--- src/rtl/accum_drain.sv ---
// Snapshot a bank of LANES accumulators in one cycle and stream them out one lane per beat.
// Latency: first word valid 1 cycle after drain_start; LANES beats, then a 1-cycle done pulse.
// Backpressure: out_ready low stalls the current beat with data/lane/valid held stable.
// Optional macro ACCUM_DRAIN_RELU_EN: clamp negative (two's-complement) lane values to zero on out_data.
module accum_drain #(
    parameter int WIDTH = 32,
    parameter int LANES = 4,
    localparam int LW   = (LANES > 1) ? $clog2(LANES) : 1
) (
    input  logic                   clk,
    input  logic                   reset,
    input  logic [LANES*WIDTH-1:0] acc_in,
    input  logic                   drain_start,
    output logic                   acc_clear,
    output logic                   busy,
    output logic [WIDTH-1:0]       out_data,
    output logic [LW-1:0]          out_lane,
    output logic                   out_valid,
    input  logic                   out_ready,
    output logic                   done
);

    typedef enum logic [1:0] {
        IDLE = 2'd0,
        SEND = 2'd1,
        FIN  = 2'd2
    } state_t;

    localparam logic [LW-1:0] LAST_IDX = LW'(LANES - 1);

    state_t             state_q, state_d;
    logic [WIDTH-1:0]   shadow_q [LANES];
    logic [WIDTH-1:0]   shadow_d [LANES];
    logic [LW-1:0]      idx_q, idx_d;
    logic               acc_clear_q, acc_clear_d;
    logic               busy_q, busy_d;
    logic               out_valid_q, out_valid_d;
    logic [WIDTH-1:0]   out_data_q, out_data_d;
    logic               done_q, done_d;

    // Output transform applied to a shadow value before it is registered onto out_data.
    function automatic logic [WIDTH-1:0] out_fn(input logic [WIDTH-1:0] v);
`ifdef ACCUM_DRAIN_RELU_EN
        return v[WIDTH-1] ? '0 : v;
`else
        return v;
`endif
    endfunction

    // Next-state logic: capture in IDLE (or on the FIN exit edge so a start in the done cycle is not lost), step lanes in SEND.
    always_comb begin
        state_d     = state_q;
        shadow_d    = shadow_q;
        idx_d       = idx_q;
        acc_clear_d = 1'b0;
        busy_d      = busy_q;
        out_valid_d = out_valid_q;
        out_data_d  = out_data_q;
        done_d      = 1'b0;

        case (state_q)
            IDLE, FIN: begin
                if (state_q == FIN) begin
                    state_d     = IDLE;
                    busy_d      = 1'b0;
                    out_valid_d = 1'b0;
                end
                if (drain_start) begin
                    for (int i = 0; i < LANES; i++) begin
                        shadow_d[i] = acc_in[i*WIDTH +: WIDTH];
                    end
                    idx_d       = '0;
                    state_d     = SEND;
                    acc_clear_d = 1'b1;
                    busy_d      = 1'b1;
                    out_valid_d = 1'b1;
                    out_data_d  = out_fn(acc_in[WIDTH-1:0]);
                end
            end
            SEND: begin
                if (out_ready) begin
                    if (idx_q == LAST_IDX) begin
                        state_d     = FIN;
                        out_valid_d = 1'b0;
                        done_d      = 1'b1;
                    end else begin
                        idx_d      = idx_q + 1'b1;
                        out_data_d = out_fn(shadow_q[idx_d]);
                    end
                end
            end
            default: begin
                state_d     = IDLE;
                busy_d      = 1'b0;
                out_valid_d = 1'b0;
            end
        endcase
    end

    // State, shadow bank and registered outputs; reset clears everything immediately.
    always_ff @(posedge clk or negedge reset) begin
        if (!reset) begin
            state_q     <= IDLE;
            for (int i = 0; i < LANES; i++) begin
                shadow_q[i] <= '0;
            end
            idx_q       <= '0;
            acc_clear_q <= 1'b0;
            busy_q      <= 1'b0;
            out_valid_q <= 1'b0;
            out_data_q  <= '0;
            done_q      <= 1'b0;
        end else begin
            state_q     <= state_d;
            for (int i = 0; i < LANES; i++) begin
                shadow_q[i] <= shadow_d[i];
            end
            idx_q       <= idx_d;
            acc_clear_q <= acc_clear_d;
            busy_q      <= busy_d;
            out_valid_q <= out_valid_d;
            out_data_q  <= out_data_d;
            done_q      <= done_d;
        end
    end

    assign acc_clear = acc_clear_q;
    assign busy      = busy_q;
    assign out_valid = out_valid_q;
    assign out_data  = out_data_q;
    assign out_lane  = idx_q;
    assign done      = done_q;

endmodule

--- config.mk ---
export PLATFORM = sky130hd
export DESIGN_NAME = accum_drain
export DESIGN_NICKNAME = d
export VERILOG_FILES = /design/src/rtl/accum_drain.sv
export SDC_FILE = /design/constraint.sdc
export NUM_CORES = 1
export LEC_CHECK = 0
export ABC_CLOCK_PERIOD_IN_PS = 5000
export BUFFER_PORTS_ARGS = -buffer_cell sky130_fd_sc_hd__buf_2
export CORE_ASPECT_RATIO = 0.9
export CORE_MARGIN = 2
export CORE_UTILIZATION = 45
export CTS_CLUSTER_DIAMETER = 60
export DETAILED_ROUTE_END_ITERATION = 10
export GPL_TIMING_DRIVEN = 0
export HOLD_SLACK_MARGIN = 0.05
export PLACE_DENSITY = 0.68
export SLEW_MARGIN = 5
export SYNTH_ARGS = -nofsm -noshare
export SYNTH_HDL_FRONTEND = slang
export SYNTH_SLANG_ARGS = --single-unit
export TNS_END_PERCENT = 1
--- constraint.sdc ---
create_clock -name clk -period 5 [get_ports clk]
set_input_delay 0.5 -clock clk [delete_from_list [all_inputs] [get_ports clk]]
set_output_delay 0.5 -clock clk [all_outputs]
set_load 0.01 [all_outputs]
==> flow_summary.toml <==
[outcome]
status = "complete, no violations"

[power]
powerDensity_nw_per_um2 = 679
vdd.ir_drop.worst_mv = 0.335
p_leak_nw = 4.83

[synth]
synth_area_per_cell_um2 = 9.17
synthCells = 814
synth.yosys.warnings = 0
synth_nets = 947
synthDistinctLibCells = 26
synth_edf_count = 0
yosysSeqAreaShare_pct = 56.3
synth_area_um2 = 7460
async_flop_share_pct = 100
synthFlopType = "dfrtp_1"
synth_top_area_share_pct = 56.3
ys_seq_elements = 168
synth_top_cell_by_area = "dfrtp_1"
synth_area_leaders = "dfrtp_1, nand2_1, mux2_2, mux2i_1, a2bb2oi_1"

[global_routing]
grt_pass1_wl_mm = 32.6
grt_start_max_net_pins = 111
overflow = 0
grt_use_total_pct = 24.0
antenna_found_initial = 1
grt_pass1_vias = 6271

[final_layout]
nets = 1137
diodes = 0
fin_util_pct = 56.6
final_common_cell = "nand2_1"
area_growth_pct = 22.8
layout_common_cells = "nand2_1, buf_2, dfrtp_1"
fillers = 1524
drive_above_1_share_pct = 26.7

[timing]
setup_viol = 0
period_share_pct = 41.0
fmax_mhz = 488
fin_setup_tns_ns = 0
rsz0062_at_grt = "no"
tightest_slew_ns = 0.628
min_period_ns = 2.05
clock_skew_ns = 0.0128
hold_viol_final = 0
slew_violations = 0
slew_headroom_pct = 58.2

[clock_network]
post_cts_buffers = 0
root_buffer = "clkbuf_16"
clockBufferDepth = 2
ctsResizeCount = 0
insertion_delay_ns = 0.44
cts_tree = "done"
path_clk_slew_ns = 0.06
htreeDepth = 4
cts_buffers = 17
cts_sinks = 168

[min_path]
min_path_type = "input port to register"

[floorplanning]
rows = 44
die_w_um = 140
initial_core_util_pct = 46.1
core_area_um2 = 16200
io_pins = 170
die_h_um = 126
dieArea_um2 = 17600

[route]
vias = 6160
drt_wl_total_mm = 20.1
first_pass_iters = 7
vias_per_cell = 5.04
drtIter0Drc = 417
ant_nets = 0
drc = 0
wl_per_cell_um = 16.4

[place]
gp_congestion = 0.817
place_hpwl_mm = 14.1
io_buffer_count = 169

[setup_path]
worstSetupStartpointType = "register"
path_class = "register to register"
critPathArrivalTime_ns = 2.32
required_ns = 5.27
worst_setup_path_end_kind = "register"
crit_path_max_fanout = 10

[run]
drv_cap = 0
==> synth_stat cells (2+ instances only) <==
library cell    n
buf_2          26
buf_6           5
nor2_1         34
buf_1           6
mux2i_1        25
buf_4           3
clkbuf_1       11
mux4_2          8
o21ai_1         2
a2bb2oi_1      24
dfrtp_1       168
nand2_1       430
inv_2           2
a21oi_1         3
a31oi_1        33
mux2_2         24
==> logic make-up (layout without fill, tap and decap cells) <==
group | Yosys count | in the layout | synth area share (%)
and+or+nand+nor | 468 | 468 | 23.8
buffers and inverters | 55 | 257 | 3.87
DFF | 168 | 168 | 56.3
muxes | 57 | 57 | 9.39
AOI/OAI and AO/OA | 65 | 65 | 6.40
adders and majority gates | 1 | 1 | 0.168
==> worst paths after layout <==
check                                         startpoint                        to  slack (ns)  cells after the start
worst max-delay path             out_lane[0]$_DFFE_PN0P_  out_data[11]$_DFFE_PN0P_        2.95                      4
worst min-delay path                         acc_in[101]   shadow_q[5]$_DFFE_PN0P_        0.25                      3
worst max register to register   out_lane[0]$_DFFE_PN0P_  out_data[11]$_DFFE_PN0P_        2.95                      4
worst min register to register  shadow_q[98]$_DFFE_PN0P_  shadow_q[98]$_DFFE_PN0P_        0.47                      2
max in group asynchronous                          reset  shadow_q[82]$_DFFE_PN0P_        3.52                      3
min in group asynchronous                          reset       acc_clear$_DFF_PN0_        0.59                      2
==> per-layer routing <==
layer	track usage [%]	vias up	wire [µm]
li1	-	3006	-
met1	33.2	2939	9150
met2	37.7	184	9330
met3	5.67	29	1260
met4	7.76	2	339
met5	0	-	13
==> worst max-delay path: stages, from the launching register on <==
cell	delay, ns
dfrtp_1	0.41
ha_1	0.30
o31ai_4	0.51
clkbuf_1	0.51
a31oi_1	0.16
==> flip-flops by register name, indices dropped and copies added (netlist names) <==
| signal | cells |
|---|---|
| busy | 1 |
| done | 1 |
| acc_clear | 1 |
| state_q | 2 |
| shadow_q | 128 |
| out_valid | 1 |
| out_lane | 2 |
| out_data | 32 |
==> power by group <==
part           switching [mW]  total [mW]  internal, mW
Sequential              0.360        2.37          2.01
Clock                   0.541        1.24         0.695
Combinational            1.46        2.61          1.15
==> layout make-up <==
cell class | instances | area (µm²) | area share [%]
well taps | 207 | 259 | 2.83
clock buffers | 20 | 447 | 4.88
inverters | 3 | 11.3 | 0.123
repair buffers | 171 | 893 | 9.75
plain buffers | 52 | 278 | 3.03
clock inverters | 11 | 100 | 1.09
multi-input cells | 591 | 2970 | 32.4
flip-flops and latches | 168 | 4200 | 45.9
==> metrics by stage <==
stage / setup slack (ns) / hold WS [ns] / cells / total power [mW] / cell area, µm²
after floorplan: 3.37 / 0.204 / 814 / 4.16 / 7460
after global placement: 0.772 / 0.452 / 1190 / 4.95 / 8570
after detailed placement: 2.93 / 0.456 / 1191 / 5.02 / 8610
after CTS: 2.94 / 0.237 / 1223 / 6.27 / 9160
after global routing: 2.79 / 0.254 / 1223 / 6.70 / 9160
final: 2.95 / 0.253 / 1223 / 6.22 / 9160
==> timing repair <==
action                                  in CTS  in global routing
endpoints found under the hold margin       58                  0
hold buffers                                 1                  0
endpoints found under the setup margin       0                  0
No activity file was read; power rests on OpenSTA's default activity.
